<file path="src/rtl/riscv_pkg.sv">
// Shared decode-side definitions: result-source encodings, ALU control width/NOP,
// and the ID/EX control-bundle layout with its bubble value.
package riscv_pkg;

    typedef enum logic [1:0] {
        RESULTSRC_ALU = 2'b00,
        RESULTSRC_MEM = 2'b01,
        RESULTSRC_PC4 = 2'b10
    } resultsrc_t;

    localparam int unsigned ALUCTRL_W = 3;
    localparam logic [ALUCTRL_W-1:0] ALUCTRL_NOP = '0;

    typedef struct packed {
        logic                 regwr;
        logic                 memwr;
        logic                 branch;
        logic                 jump;
        logic                 jalr;
        logic                 alusrc;
        resultsrc_t           resultsrc;
        logic [ALUCTRL_W-1:0] aluctrl;
    } ctrl_t;

    localparam ctrl_t CTRL_BUBBLE = '{
        regwr:     1'b0,
        memwr:     1'b0,
        branch:    1'b0,
        jump:      1'b0,
        jalr:      1'b0,
        alusrc:    1'b0,
        resultsrc: RESULTSRC_ALU,
        aluctrl:   ALUCTRL_NOP
    };

endpackage

</file>
<file path="src/rtl/id_ex_perf_cnt.sv">
// ID/EX event counters (bubbles, stalls, illegal decodes); only instantiated
// when ID_EX_PERF_CNT_EN is defined. Counters wrap naturally.
module id_ex_perf_cnt #(
    parameter int unsigned CNT_W = 32
) (
    input  logic             clk,
    input  logic             rst_n,
    input  logic             bubble_ev,
    input  logic             stall_ev,
    input  logic             illegal_ev,
    output logic [CNT_W-1:0] bubble_cnt,
    output logic [CNT_W-1:0] stall_cnt,
    output logic [CNT_W-1:0] illegal_cnt
);

    always_ff @(posedge clk or negedge rst_n) begin
        if (!rst_n) begin
            bubble_cnt  <= '0;
            stall_cnt   <= '0;
            illegal_cnt <= '0;
        end else begin
            if (bubble_ev)  bubble_cnt  <= bubble_cnt + 1'b1;
            if (stall_ev)   stall_cnt   <= stall_cnt + 1'b1;
            if (illegal_ev) illegal_cnt <= illegal_cnt + 1'b1;
        end
    end

endmodule

</file>
<file path="src/rtl/id_ex_pipe_reg.sv">
// ID/EX pipeline register with stall/flush and illegal/invalid scrub to a NOP bubble.
// Define ID_EX_PERF_CNT_EN to add bubble_cnt / stall_cnt / illegal_cnt outputs.
module id_ex_pipe_reg
    import riscv_pkg::*;
#(
    parameter int unsigned XLEN   = 32,
    parameter int unsigned REGA_W = 5
`ifdef ID_EX_PERF_CNT_EN
    ,
    parameter int unsigned CNT_W  = 32
`endif
) (
    input  logic              clk,
    input  logic              rst_n,
    input  logic              stall_e,
    input  logic              flush_e,
    input  logic              valid_d,
    input  logic              illegal_d,
    input  logic              regwr_d,
    input  logic              memwr_d,
    input  logic              branch_d,
    input  logic              jump_d,
    input  logic              jalr_d,
    input  logic              alusrc_d,
    input  logic [1:0]        resultsrc_d,
    input  logic [2:0]        aluctrl_d,
    input  logic [XLEN-1:0]   rd1_d,
    input  logic [XLEN-1:0]   rd2_d,
    input  logic [XLEN-1:0]   pc_d,
    input  logic [XLEN-1:0]   pcplus4_d,
    input  logic [XLEN-1:0]   immext_d,
    input  logic [REGA_W-1:0] rs1_d,
    input  logic [REGA_W-1:0] rs2_d,
    input  logic [REGA_W-1:0] rd_d,
    output logic              valid_e,
    output logic              regwr_e,
    output logic              memwr_e,
    output logic              branch_e,
    output logic              jump_e,
    output logic              jalr_e,
    output logic              alusrc_e,
    output logic [1:0]        resultsrc_e,
    output logic [2:0]        aluctrl_e,
    output logic [XLEN-1:0]   rd1_e,
    output logic [XLEN-1:0]   rd2_e,
    output logic [XLEN-1:0]   pc_e,
    output logic [XLEN-1:0]   pcplus4_e,
    output logic [XLEN-1:0]   immext_e,
    output logic [REGA_W-1:0] rs1_e,
    output logic [REGA_W-1:0] rs2_e,
    output logic [REGA_W-1:0] rd_e
`ifdef ID_EX_PERF_CNT_EN
    ,
    output logic [CNT_W-1:0]  bubble_cnt,
    output logic [CNT_W-1:0]  stall_cnt,
    output logic [CNT_W-1:0]  illegal_cnt
`endif
);

    ctrl_t ctrl_d;
    ctrl_t ctrl_q;
    logic  load_ok;
    logic  clear;
    logic  hold;

    // Flush always wins; otherwise an unusable decode slot becomes a bubble unless stalled.
    assign load_ok = valid_d & ~illegal_d;
    assign clear   = flush_e | (~stall_e & ~load_ok);
    assign hold    = stall_e & ~flush_e;

    always_comb begin
        ctrl_d           = CTRL_BUBBLE;
        ctrl_d.regwr     = regwr_d;
        ctrl_d.memwr     = memwr_d;
        ctrl_d.branch    = branch_d;
        ctrl_d.jump      = jump_d;
        ctrl_d.jalr      = jalr_d;
        ctrl_d.alusrc    = alusrc_d;
        ctrl_d.resultsrc = resultsrc_t'(resultsrc_d);
        ctrl_d.aluctrl   = aluctrl_d;
    end

    always_ff @(posedge clk or negedge rst_n) begin
        if (!rst_n) begin
            ctrl_q  <= CTRL_BUBBLE;
            valid_e <= 1'b0;
        end else if (clear) begin
            ctrl_q  <= CTRL_BUBBLE;
            valid_e <= 1'b0;
        end else if (!hold) begin
            ctrl_q  <= ctrl_d;
            valid_e <= 1'b1;
        end
    end

    always_ff @(posedge clk or negedge rst_n) begin
        if (!rst_n) begin
            rd1_e     <= '0;
            rd2_e     <= '0;
            pc_e      <= '0;
            pcplus4_e <= '0;
            immext_e  <= '0;
            rs1_e     <= '0;
            rs2_e     <= '0;
            rd_e      <= '0;
        end else if (clear) begin
            rd1_e     <= '0;
            rd2_e     <= '0;
            pc_e      <= '0;
            pcplus4_e <= '0;
            immext_e  <= '0;
            rs1_e     <= '0;
            rs2_e     <= '0;
            rd_e      <= '0;
        end else if (!hold) begin
            rd1_e     <= rd1_d;
            rd2_e     <= rd2_d;
            pc_e      <= pc_d;
            pcplus4_e <= pcplus4_d;
            immext_e  <= immext_d;
            rs1_e     <= rs1_d;
            rs2_e     <= rs2_d;
            rd_e      <= rd_d;
        end
    end

    assign regwr_e     = ctrl_q.regwr;
    assign memwr_e     = ctrl_q.memwr;
    assign branch_e    = ctrl_q.branch;
    assign jump_e      = ctrl_q.jump;
    assign jalr_e      = ctrl_q.jalr;
    assign alusrc_e    = ctrl_q.alusrc;
    assign resultsrc_e = ctrl_q.resultsrc;
    assign aluctrl_e   = ctrl_q.aluctrl;

`ifdef ID_EX_PERF_CNT_EN
    id_ex_perf_cnt #(
        .CNT_W (CNT_W)
    ) u_perf_cnt (
        .clk         (clk),
        .rst_n       (rst_n),
        .bubble_ev   (clear),
        .stall_ev    (hold),
        .illegal_ev  (valid_d & illegal_d & ~stall_e & ~flush_e),
        .bubble_cnt  (bubble_cnt),
        .stall_cnt   (stall_cnt),
        .illegal_cnt (illegal_cnt)
    );
`endif

endmodule

</file>
<file path="config.mk">
export PLATFORM = sky130hd
export DESIGN_NAME = id_ex_pipe_reg
export DESIGN_NICKNAME = d
export VERILOG_FILES = /design/src/rtl/riscv_pkg.sv /design/src/rtl/id_ex_perf_cnt.sv /design/src/rtl/id_ex_pipe_reg.sv
export SDC_FILE = /design/constraint.sdc
export NUM_CORES = 1
export LEC_CHECK = 0
export ABC_AREA = 1
export BUFFER_PORTS_ARGS = -buffer_cell sky130_fd_sc_hd__buf_2
export CORE_ASPECT_RATIO = 1.2
export CORE_MARGIN = 8
export CORE_UTILIZATION = 40
export CTS_BUF_LIST = sky130_fd_sc_hd__clkbuf_16
export DETAILED_ROUTE_END_ITERATION = 16
export PLACE_DENSITY = 0.81
export SYNTH_ARGS = -nofsm -noshare
export SYNTH_HDL_FRONTEND = slang
export SYNTH_SLANG_ARGS = --single-unit
</file>
<file path="constraint.sdc">
create_clock -name clk -period 1.1 [get_ports clk]
set_input_delay 0.055 -clock clk [delete_from_list [all_inputs] [get_ports clk]]
set_output_delay 0.055 -clock clk [all_outputs]
set_load 0.01 [all_outputs]
</file>
---- After elaboration in Yosys (flattened, before gate mapping) ----
Cells that the tools add are included.
cells by class
  reductions and logical operators ........ 0
  shift-type cells ........................ 0
  bitwise gates (word level) .............. 8
  $mul .................................... 0
  eq/ne operators ......................... 1
  add/subtract/negate cells ............... 0
  div/mod/pow operators ................... 0
  mux-type cells .......................... 20
  order comparisons ....................... 0
operators by type and width
  cell                  number
  $mux W32              10
  $mux W5               6
  $mux W11              2
  $not A1 Y1            4
  $and A1 B1 Y1         3
  $mux W1               2
  $ne A2 B2 Y1 const B  1
  $or A1 B1 Y1          1
word-level totals
  register bits after elaboration ......... 187
  RAM bits ................................ 0
  output and inout port bits .............. 187
  ROM bits ................................ 0
  word-level logic and storage cells ...... 46
  memories ................................ 0
  bits in latches ......................... 0
  input port bits ......................... 192

---- Depth between registers and ports, before layout ----
Gate-level depths: netlist (run 1).
  depth in word-level cells ............... 6
  depth in mapped cells ................... 6
  mapped depth without buffers ............ 4

---- Worst setup path after synthesis (run 1) ----
No wires, ideal clock.
  path type ............................... input -> register
  start ................................... in valid_d
  end ..................................... reg rd1_e[0]
  setup time .............................. 0.065 ns
  cell stages on the path ................. 6
  buffers on the path ..................... 2
  arrival time ............................ 0.751 ns
  data required time ...................... 1.035 ns
  path slack .............................. 0.284 ns
  cells stage by stage .................... inv_1 nor2_2 buf_2 buf_2 nand3_1 nand2_1
on the way
  cells in the longest elaborated chain, start to end .. 5
  elaborated cells between the ends (all ways) .. 6
  classes of those cells .................. eq/ne: 1; mux: 1; bitwise: 4
RTL lines
  item                                                       RTL line               source
  start: declaration                                         id_ex_pipe_reg.sv:17   input logic valid_d,
  $and A1 B1 Y1 (*)                                          id_ex_pipe_reg.sv:67   assign load_ok = valid_d & ~illegal_d;
  $not A1 Y1 (*)                                             id_ex_pipe_reg.sv:68   assign clear = flush_e | (~stall_e & ~load_ok);
  $and A1 B1 Y1 (*)                                          id_ex_pipe_reg.sv:68
  $or A1 B1 Y1 (*)                                           id_ex_pipe_reg.sv:68
  $ne A2 B2 Y1 (no line) / $mux W32 (equally long branches)  n/a
  end signal: assignment                                     id_ex_pipe_reg.sv:116  rd1_e <= rd1_d;
  end: declaration                                           id_ex_pipe_reg.sv:44   output logic [XLEN-1:0] rd1_e,
Mark *: on every way between the ends. The rest lies on a longest branch, timed or not.
A chain may end at the register's enable or synchronous reset.

---- Final worst setup path (run 1) ----
  start ................................... reg pc_e[12]
  end ..................................... out pc_e[12]
RTL lines
  item                      RTL line               source
  start: declaration        id_ex_pipe_reg.sv:46   output logic [XLEN-1:0] pc_e,
  start signal: assignment  id_ex_pipe_reg.sv:118  pc_e <= pc_d;
No word-level cell between the ends.

==> impl_summary.md, run 1 <==
Die
Measured along the y axis, the die boundary spans about 160 µm. The core region is between 0.015 and 0.02 mm². The number of primary I/O pins is around 380.

The overall die area is 0.02304 mm². The number of cell rows is 54. For this configuration, the core starts out at a cell density of 0.4069.

The die is about 140 µm wide.

Place
The routability congestion estimate from global placement is between 0.8 and 0.9. The placed wire-length estimate after detailed placement is ~19000 µm. The count of input and output buffers is roughly 380. The total placed instance area is about 0.010 mm².

Layout
Of the cells placed in the final design, the portion with a size suffix greater than 1 is 0.3406. The library cells used most frequently in the layout, excluding fill and tap cells, are buf_2 (376), nand2_1 (375), dlygate4sd3_1 (187), nand3_1 (186), dfrtp_1 (186). The commonest non-fill, non-tap cell in the layout is buf_2. The filler cells instantiated in the layout total 1166. The total number of nets in the final design is ~1.6k.

The final design area excluding fillers is roughly 0.012 mm². Relative to the synthesized area, the layout overhead comes to 68.50%.

Routing
The pre-antenna-repair detailed-routing pass consisted of 5 iterations. Signal routing reaches up to met5. In the final routed layout, each cell accounts on average for 19.21 µm. The iteration-0 DRC count of the detailed router is between 600 and 700. For this run, design rule violations remaining after detail routing come to 0. In the routed layout, each cell is associated on average with a via count of 5.223. The amount of wire on met3 after detailed routing is about 3100 µm. Wire segments on met2 add up to approximately 16000 µm in the final route. Wires add up to about 32000 µm. The detailed router placed approximately 8.6k vias in this run. Once detail routing completed, the nets flagged for antenna violations numbered 0. The met1 wire length is between 10000 and 15000 µm.

Worst setup path
The worst reg2reg path depth is 2. The family of cells with the greatest summed delay on the critical path is flip-flops. Together, buffers and inverters on the worst path number 1. The delay of the slowest critical-path stage is between 400 and 500 ps.

The endpoint arrival time on the critical path is slightly below 1000 ps. The classification of the worst setup path is register to output port. The required time reported for the critical path endpoint is ~1000 ps.

The setup slack of the worst register-to-register path is roughly 310 ps. STA classifies the critical path startpoint as a register. The top fanout value on the critical path is 2. The largest individual stage delay along the critical path comes from the cell dfrtp_2. The critical path goes through buf_6. The endpoint kind of the worst setup timing path is an output port. In this run the number of cells on the critical path is 1.

Power and ir drop
The combinational share of power is 0.143. The worst-case IR drop observed on VDD is 0.9207 mV. The clock share of power is 0.386. Of the total power, registers draw 0.470. In this run the static leakage power is about 7.4 nW.

The reported net switching power is between 0.004 and 0.005 W. Cell internal power was estimated by the tool at 0.01113 W. Of the total power, the share spent switching nets is 0.2654. In this run the power density over the cells is between 1000 and 1500 mW/mm².

STA
Setup repair after global routing left no endpoint under its margin. Measured against its own limit, the worst slew margin works out to 0.7326. The max-slew violation total from the final report is 0. Dividing the final minimum period by the clock period gives 0.9523. The number of failing hold endpoints at the final stage is 0.

The final setup skew is 0 ps. The final number of setup-violating endpoints is 0. For the pin with the worst max-slew slack, the measured transition is between 400 and 500 ps. Setup total negative slack on the finished layout was measured at 0 ps.

The final critical-path required period is 1047 ps. Static timing analysis puts the maximum clock frequency at around 950 MHz.

Clocking
Clock-pin slew was measured on the worst setup and hold paths at 70 ps. The clock reaches the later pin of the worst-skew pair after between 400 and 500 ps. CTS saw roughly 190 sinks. TritonCTS built the clock tree. The deepest level of the CTS H-tree is 4. Once the clock tree was built, the setup fixing pass inserted 0 buffers. The number of buffers created by CTS is 17. The longest clock path from root to sink contains 2 buffers. CTS placed an instance of clkbuf_16 at the clock tree root.

Min path
In this run the worst hold path is classified as input pin to asynchronous set/reset pin.

Logic synthesis
Of the post-synthesis cell area, the dominant cell type holds 0.6351. For this run, the register share of the synthesized area comes to 0.6351. In the synthesized netlist, the number of instances is slightly above 800.

The library cell occupying the most area in the post-synthesis netlist is dfrtp_1. The count of synthesis-stage warnings from yosys is 0. The number of nets in the synthesized netlist is between 1k and 1.5k. The mean post-synth cell area is 9.063 µm². Ranked by total cell area, the synthesized netlist is headed by dfrtp_1 (64%), nand2_1 (19%), nand3_1 (13%).

Synthesis inferred about 190 register bits. After synthesis the cells add up to 0.007368 mm². The count of distinct cell types in the synthesized netlist is 10.

Global routing
The maximum number of pins on one net before global-route repair is 47. For this run, the total global-route usage over all layers was measured as 0.2714. The number of global-route vias before repair was a little over 9k. The wire length of the first global-routing pass is around 49000 µm.

The aggregate global routing overflow is 0. The number of antenna violations at the first check in global routing is 2.

Flow run
Across the run, the number of max-cap violations was 0.

Run status
The flow ran to the end, and the final reports show no timing, DRC or antenna violations.
## cell type report
class                      instances  area (µm²)  area share
inverter                           2       7.507   0.0006047
clock inverter                    15       132.6     0.01068
clock buffer                      17       425.4     0.03426
sequential                       187        4681      0.3770
antenna                            3       7.507   0.0006047
tap                              224       280.3     0.02257
multi-input combinational        564        2372      0.1911
timing repair buffer             636        4509      0.3632
## cells by family (layout without fill, tap and decap cells)
family                 count (synthesis)  in the layout  synth area share
buffers and inverters                 62            670           0.04364
other                                  0              3                 0
AND/OR/NAND/NOR                      564            564            0.3213
flip-flops                           187            187            0.6351
## through the flow
step                hold slack, ps  utilization  total power (W)  worst slack (ps)  std cells
floorplan                   -240.6            -         0.007776             283.7        813
global placement            -7.642       0.5507         0.008782             119.2       1426
detailed placement          -7.045       0.5507         0.008813             59.94       1426
CTS                          108.8       0.6848          0.01515             1.604       1645
global route                 127.1       0.6854          0.01573             4.196       1646
finish                       117.2       0.6857          0.01516             52.51       1648
## power by group through the flow
stage	logic, W	registers (W)	clock network, W
3_5_place_dp	0.00157	0.00725	0
4_1_cts	0.00209	0.00712	0.00594
3_3_place_gp	0.00154	0.00725	0
5_1_grt	0.00232	0.00714	0.00627
2_1_floorplan	0.000449	0.00733	0
6_report	0.00217	0.00713	0.00585
## metal layers
metal,vias to the layer above,GRT usage
met5,-,0
met4,2,0.1661
met3,133,0.08589
met2,619,0.4634
met1,4067,0.2923
li1,3786,-
## flip-flops by register name, summed over array words and instances, names as in the netlist, 5 cells and up
| register | count |
|---|---|
| immext_e | 32 |
| pc_e | 32 |
| pcplus4_e | 32 |
| rd1_e | 32 |
| rd2_e | 32 |
| rd_e | 5 |
| rs1_e | 5 |
| rs2_e | 5 |
## cell usage after synthesis
master	n
dfrtp_1	187
nand3_1	186
nor2_2	1
nand2_1	375
clkbuf_1	6
buf_1	9
buf_4	13
nor2_4	2
inv_1	2
buf_2	32
## path summary, 6_finish.rpt
path	start	endpoint
max in group asynchronous	rst_n	rd2_e[11]
setup reg to reg	rd2_e[16]	rd2_e[16]
hold reg to reg	pcplus4_e[21]	pcplus4_e[21]
min in group clk	stall_e	resultsrc_e[1]
hold / removal	rst_n	immext_e[8]
setup / recovery	pc_e[12]	pc_e[12]
## repair_timing
action,4_1_cts,5_1_grt
setup endpoints to repair,0,1
hold buffers,187,0
resized for setup,0,3
hold endpoints to repair,373,0
Note: power is estimated with default switching activity, not from simulation.
==> run 2: changes to the inputs <==
--- a/config.mk
+++ b/config.mk
@@ -5,14 +5,13 @@
 export SDC_FILE = /design/constraint.sdc
 export NUM_CORES = 1
 export LEC_CHECK = 0
-export ABC_AREA = 1
 export BUFFER_PORTS_ARGS = -buffer_cell sky130_fd_sc_hd__buf_2
 export CORE_ASPECT_RATIO = 1.2
 export CORE_MARGIN = 8
 export CORE_UTILIZATION = 40
 export CTS_BUF_LIST = sky130_fd_sc_hd__clkbuf_16
 export DETAILED_ROUTE_END_ITERATION = 16
-export PLACE_DENSITY = 0.81
+export PLACE_DENSITY = 0.78
 export SYNTH_ARGS = -nofsm -noshare
 export SYNTH_HDL_FRONTEND = slang
 export SYNTH_SLANG_ARGS = --single-unit
==> impl_summary.md, run 2 <==
Run status
The run finished with clean final reports.

Die
The area of the core was 0.02178 mm² (+20%). The number of primary I/O pins came to 379 (unchanged). The initial core utilization was 0.4076 (+0.0006603).

The height of the chip is 179.2 µm (+8.8%). The die span in x is 152.0 µm (+8.6%). The number of cell rows is 59 (+9.3%).

The overall die area is 0.02723 mm² (+18%).

Routing
The remaining design rule violation count is 0 (unchanged). The per-cell via count in the routed design is 5.558 (+6.4%). The iteration-0 DRC count of the detailed router came to 640 (-6.8%). The average wire per standard cell was 20.39 µm (+6.1%). The number of vias after detailed routing came to 9315 (+8.2%). The remaining antenna violation count was 0 (unchanged). The number of detailed-routing iterations run before antenna repair is 8 (+3). The total wire length is 34180 µm (+8.0%).

Power and ir drop
The leakage dissipation is 6.483 nW (-12%). The maximum resistive drop on vdd is 0.9499 mV (+3.2%). The total power density per cell area is 1161 mW/mm² (-4.9%).

Flow run
The number of maximum-capacitance violations is 0 (unchanged).

STA
The final setup skew came to 0 ps (unchanged). The max-slew violation total from the final report was 0 (unchanged). Setup repair after global routing left no endpoint under its margin.

The final cycle utilization of the critical path is 0.9680 (+0.01578). The post-route setup TNS is 0 ps (unchanged). The final number of setup-violating endpoints is 0 (unchanged).

The worst slew margin relative to its limit is 0.6703 (-0.06233). The number of failing hold endpoints at the final stage is 0 (unchanged). The worst hold-check slack is 56.24 ps (-60.95 ps). The highest attainable clock frequency is 939.1 MHz (-1.6%).

The slew of the pin with the lowest slew margin is 494.6 ps (+93.50 ps). The final critical-path required period is 1065 ps (+17.36 ps).

Clocking
The number of buffers created by CTS is 17 (unchanged). The deepest level of the CTS H-tree is 4 (unchanged). The number of sinks handled by clock tree synthesis is 187 (unchanged). The tree is rooted in a clkbuf_16. The maximum root-to-sink buffer count was 2 (unchanged). The post-CTS setup-driven buffer insertion count is 0 (unchanged). The CTS tree is built. The clock transition at the register clock pins on the worst setup and hold paths after CTS is 70 ps (about the same). The insertion delay of the later-clocked pin in the worst-skew pair is 430 ps (about the same).

Logic synthesis
The mean post-synth cell area is 10.44 µm² (+15%). The count of distinct cell types in the synthesized netlist is 10 (unchanged). The number of nets in the synthesized netlist is 1042 (+3.7%). In the synthesized netlist the dominant register cell turns out to be dfrtp_1.

The number of instances in the synthesized netlist is 850 (+4.6%). The count of synthesis-stage warnings from yosys is 0 (unchanged). The library cell occupying the most area in the post-synthesis netlist is dfrtp_1.

The cell area after technology mapping is 0.008876 mm² (+20%). The async set or reset register ratio after synthesis is 1.000 (unchanged). The number of enable flip-flop cells after synthesis is 0 (unchanged). Counting instances in the post-synthesis netlist gives the leading cell types as a21oi_1 (187), dfrtp_1 (187), nand2_1 (187). The number of register bits inferred by synthesis is 187 (unchanged). Ranked by total cell area, the synthesized netlist is headed by dfrtp_1 (53%), nand4bb_1 (24%), a21oi_1 (11%). The sequential area share after synthesis is 0.5272 (-0.1079). The portion of synthesized cell area occupied by the leading cell type is 0.5272 (-0.1079).

Place
The total placed instance area is 0.01133 mm² (+14%). The count of input and output buffers is 378 (unchanged). The cell count after placement was 1455 (+2.0%). The routability congestion estimate from global placement is 0.8382 (-3.5%). The placed wire-length estimate after detailed placement was 21060 µm (+8.8%).

Worst setup path
In this run the critical register-to-register path is launched from rd2_e[9]. The worst setup path is of the register to output port kind. The top fanout value on the critical path is 2 (unchanged). The family of cells with the greatest summed delay on the critical path is flip-flops. The required time reported for the critical path endpoint is 1040 ps (about the same). The delay of the slowest critical-path stage is 420 ps (-20 ps).

The worst path buffer plus inverter count was 1 (unchanged). The critical path starts at immext_e[5]. The sort of element at the start of the critical path is a register. Traced cell by cell, the critical path runs through buf_2. The slowest library cell on the worst path is dfrtp_1.

The endpoint arrival time on the critical path is 1010 ps (+20 ps). The endpoint kind of the worst setup timing path is an output port.

Global routing
The global-route layer with the greatest usage is met2. The number of global-route vias before repair is 9810 (+6.8%). The maximum number of pins on one net before global-route repair is 77 (+64%). The met2 usage is 0.4305 (-0.03288).

The global-route met3 utilization is 0.05980 (-0.02609). The number of antenna violations at the first check in global routing was 1 (-1). The overall fraction of global-route tracks in use is 0.2432 (-0.02817).

The aggregate global routing overflow is 0 (unchanged). The met1 layer usage reported by global route is 0.2646 (-0.02763). The wire length of the first global-routing pass is 53530 µm (+8.2%).

Layout
The final design utilization was 0.6344 (-0.05131). The final design area excluding fillers was 0.01381 mm² (+11%). The library cell used most frequently in the layout, excluding fill and tap cells, is buf_2.

Leaving out fill and tap cells, the most frequent cells in the layout are buf_2 (373), dlygate4sd3_1 (188), nand2_1 (187), a21oi_1 (187), dfrtp_1 (187). The layout filler cell count came to 1574 (+35%). The fraction of final layout cells with drive strength greater than 1 is 0.3300 (-0.01061). The area added between synthesis and finish is 55.64%. The total number of nets in the final design came to 1580 (-1.3%). The post-route non-filler standard cell count is 1676 (+1.7%).

Min path
The type of the most critical hold path is input pin to register. In this run the most critical hold path is launched from illegal_d.
[run 2: final timing paths]
path | cells past startpoint | slack (ps) | end
setup / recovery | 1 | 40 | immext_e[5]
hold / removal | 3 | 60 | valid_e
setup reg to reg | 2 | 360 | rd2_e[9]
hold reg to reg | 2 | 530 | pcplus4_e[20]
max in group asynchronous | 3 | 410 | rd2_e[7]
min in group asynchronous | 2 | 160 | rd2_e[25]
[run 2: through the flow]
stage               power [W]  setup slack, ps
finish                0.01604            35.15
global route          0.01661            1.671
CTS                   0.01610            24.21
detailed placement   0.009245           -1.370
global placement     0.009216           -24.52
floorplan            0.008168            189.8
[run 2: cell families after synthesis]
logic type | count (synthesis) | share of synthesized area
buf+inv | 102 | 0.05131
simple gates | 374 | 0.3160
flops | 187 | 0.5272
compound gates | 187 | 0.1054
[run 2: area by class of cell]
class | instances | area, µm² | share of cell area
repair buffers | 621 | 4451 | 0.3222
diodes | 2 | 5.005 | 0.0003623
clock buffers | 17 | 425.4 | 0.03079
clock inverters | 14 | 170.2 | 0.01232
flip-flops and latches | 187 | 4679 | 0.3387
well taps | 274 | 342.8 | 0.02482
multi-input cells | 561 | 3741 | 0.2708
[run 2: per-layer routing]
metal	up-vias	share of wire
met5	-	0
met1	4550	0.36
met2	497	0.52
li1	4134	-
met3	134	0.064
met4	0	0.053
[run 2: report_power, final]
part | switching, W | internal, W | total (W) | leakage [nW]
clock | 0.00274 | 0.00359 | 0.00633 | 0.287
combinational | 0.00123 | 0.00136 | 0.00259 | 3.61
sequential | 0.0000968 | 0.00703 | 0.00713 | 2.58
[run 2: timing repair]
| action | in CTS | in global routing |
|---|---|---|
| hold endpoints to repair | 373 | 0 |
| resized for setup | 0 | 0 |
| hold buffers | 188 | 0 |
==> run 3: changes to the inputs <==
==> constraint.sdc (replaced) <==
create_clock -name clk -period 1.3 [get_ports clk]
set_input_delay 0.065 -clock clk [delete_from_list [all_inputs] [get_ports clk]]
set_output_delay 0.065 -clock clk [all_outputs]
set_load 0.01 [all_outputs]
==> impl_summary.md, run 3 (synthesis gave the netlist of run 2 again) <==
Die
The overall die area came to 0.02723 mm² (unchanged). The number of primary I/O pins is 379 (unchanged). The height of the chip came to 179.2 µm (unchanged). The area of the core is 0.02178 mm² (unchanged). The initial core utilization came to 0.4076 (unchanged). The die span in x is 152.0 µm (unchanged).

The number of cell rows is 59 (unchanged).

Worst setup path
The number of logic stages on the critical path including buffering is 5 (+4). The required time reported for the critical path endpoint was 1640 ps (+600 ps). The capturing element of the worst setup path is rd1_e[28]. The signal on the critical path passes through dlygate4sd3_1, buf_2, nand4bb_1, dlygate4sd3_1, a21oi_1. The delay of the slowest critical-path stage came to 570 ps (+150 ps). The family of cells with the greatest summed delay on the critical path is buffers and inverters. The top fanout value on the critical path is 1 (-1).

The most numerous cell type found on the critical path is dlygate4sd3_1. The endpoint identified for the worst register-to-register timing path is immext_e[26]. STA classifies the critical path endpoint as a register. The worst reg2reg path depth is 2 (unchanged). The worst path buffer plus inverter count is 3 (+2). The setup slack of the worst register-to-register path was 550 ps (+190 ps). The endpoint arrival time on the critical path is 1470 ps (+460 ps).

In this run the worst setup path begins at rd1_d[28]. In this run the critical register-to-register path is launched from immext_e[26]. The slowest library cell on the worst path is dlygate4sd3_1. The sort of element at the start of the critical path is an input pin.

The worst setup path is of the input pin to register kind.

Global routing
The overall fraction of global-route tracks in use is 0.2430 (-0.0002540). The global-route layer with the greatest usage is met2. The number of antenna violations at the first check in global routing was 1 (unchanged). The number of global-route vias before repair is 9713 (-0.99%). The aggregate global routing overflow was 0 (unchanged). The met1 layer usage reported by global route is 0.2686 (+0.003986). The maximum number of pins on one net before global-route repair is 72 (-6.5%).

The met2 usage is 0.4147 (-0.01578). The wire length of the first global-routing pass is 53300 µm (-0.44%). The global-route met3 utilization is 0.06197 (+0.002170).

Clocking
The number of gates resized after CTS is 0 (unchanged). The number of sinks handled by clock tree synthesis is 187 (unchanged). The clock transition at the register clock pins on the worst setup and hold paths after CTS came to 70 ps (about the same). The maximum root-to-sink buffer count is 2 (unchanged). The number of buffers created by CTS is 17 (unchanged). The tree is rooted in a clkbuf_16.

TritonCTS built the clock tree. The deepest level of the CTS H-tree is 4 (unchanged). The insertion delay of the later-clocked pin in the worst-skew pair came to 420 ps (about the same). The post-CTS setup-driven buffer insertion count is 0 (unchanged).

Place
The count of input and output buffers is 378 (unchanged). The placed wire-length estimate after detailed placement came to 20650 µm (-1.9%). The routability congestion estimate from global placement is 0.8184 (-2.4%). The cell count after placement is 1441 (-0.96%).

STA
The slew of the pin with the lowest slew margin is 467.6 ps (-26.94 ps). The final critical-path required period is 1131 ps. Based on the critical path, the design can be clocked at up to 884.3 MHz. The worst slew margin relative to its limit is 0.6882 (+0.01796).

The number of failing hold endpoints at the final stage is 0 (unchanged). Setup repair after global routing left no endpoint under its margin. The final setup skew came to 0 ps (unchanged). The max-slew violation total from the final report is 0 (unchanged). The final number of setup-violating endpoints is 0 (unchanged). The post-route setup TNS was 0 ps (unchanged). The final cycle utilization of the critical path is 0.8699.

Routing
The remaining antenna violation count is 0 (unchanged). The number of detailed-routing iterations run before antenna repair is 5 (-3). The iteration-0 DRC count of the detailed router was 639 (-0.16%). The number of vias after detailed routing came to 9321 (+0.064%). The average wire per standard cell is 20.60 µm (+1.0%). The remaining design rule violation count is 0 (unchanged). The per-cell via count in the routed design is 5.608 (+0.91%). The total wire length is 34230 µm (+0.16%).

Power and ir drop
The total power density per cell area is 969.3 mW/mm² (-17%). The leakage dissipation is 6.397 nW (-1.3%). The maximum resistive drop on vdd is 0.7904 mV (-17%).

Layout
The post-route non-filler standard cell count is 1662 (-0.84%). Compared with the post-synthesis result, the final layout area differs by 53.82%. The fraction of final layout cells with drive strength greater than 1 is 0.3230 (-0.007001). Leaving out fill and tap cells, the most frequent cell in the layout is buf_2. The total number of nets in the final design came to 1566 (-0.89%).

The top cell types in the final layout, fill and taps aside, are buf_2 (373), dlygate4sd3_1 (188), nand2_1 (187), a21oi_1 (187), dfrtp_1 (187).

Min path
The type of the most critical hold path is input pin to register.

Flow run
The number of maximum-capacitance violations came to 0 (unchanged).

Run status
The run finished with clean final reports.
run 3: changes by cell type in the layout (fill, tap and decap cells not counted):
cell / previous run / this run
clkinv_1: 0 / 3
bufinv_16: 3 / 0
clkinv_4: 0 / 2
inv_6: 3 / 5
buf_4: 38 / 25
inv_1: 2 / 0
clkinvlp_4: 4 / 0
clkinv_2: 1 / 0
buf_12: 19 / 18
inv_8: 1 / 5
diode_2: 2 / 1
run 3: routing by layer:
metal | share of wire | wire (µm)
met5 | 0 | 0
met2 | 0.51 | 17470
met3 | 0.066 | 2253
met4 | 0.064 | 2186
met1 | 0.36 | 12320
run 3: power breakdown:
part           switching (W)  internal, W
Combinational        0.00103      0.00112
Sequential         0.0000806      0.00595
Clock                0.00252      0.00254
Total                0.00363      0.00960
run 3: what timing repair did:
action / CTS / global route
setup endpoints to repair: 0 / 0
hold buffers: 188 / 0
endpoints found under the hold margin: 354 / 0
run 3: worst min-delay path by stage:
stage             from            to  slack (ps)  cells past startpoint
3_3_place_gp     rst_n     rd2_e[28]          30                      1
5_1_grt        flush_e       rd_e[2]          20                      2
3_5_place_dp     rst_n      rd1_e[0]          20                      1
4_1_cts        flush_e        jalr_e           7                      2
2_1_floorplan    rst_n  aluctrl_e[0]        -230                      0
6_report       flush_e       rd_e[0]          20                      2
run 3: area by class of cell:
type                            instances  area (µm²)
Fill cell                            1618        8124
Sequential cell                       187        4679
Timing Repair Buffer                  607        4333
Multi-Input combinational cell        561        3741
Clock buffer                           17       425.4
Tap cell                              274       342.8
Clock inverter                         15       128.9
Antenna cell                            1       2.502
run 3: per-stage QoR:
stage / hold WS [ps] / instance area (µm²) / util / power (W) / worst slack, ps
floorplan: -230.6 / 8876 / - / 0.006911 / 379.8
global placement: 25.20 / 11210 / 0.5150 / 0.007765 / 256.4
detailed placement: 24.76 / 11210 / 0.5150 / 0.007787 / 228.9
CTS: 7.281 / 13650 / 0.6268 / 0.01325 / 180.6
global route: 16.15 / 13650 / 0.6269 / 0.01373 / 99.93
finish: 23.47 / 13650 / 0.6269 / 0.01323 / 169.2
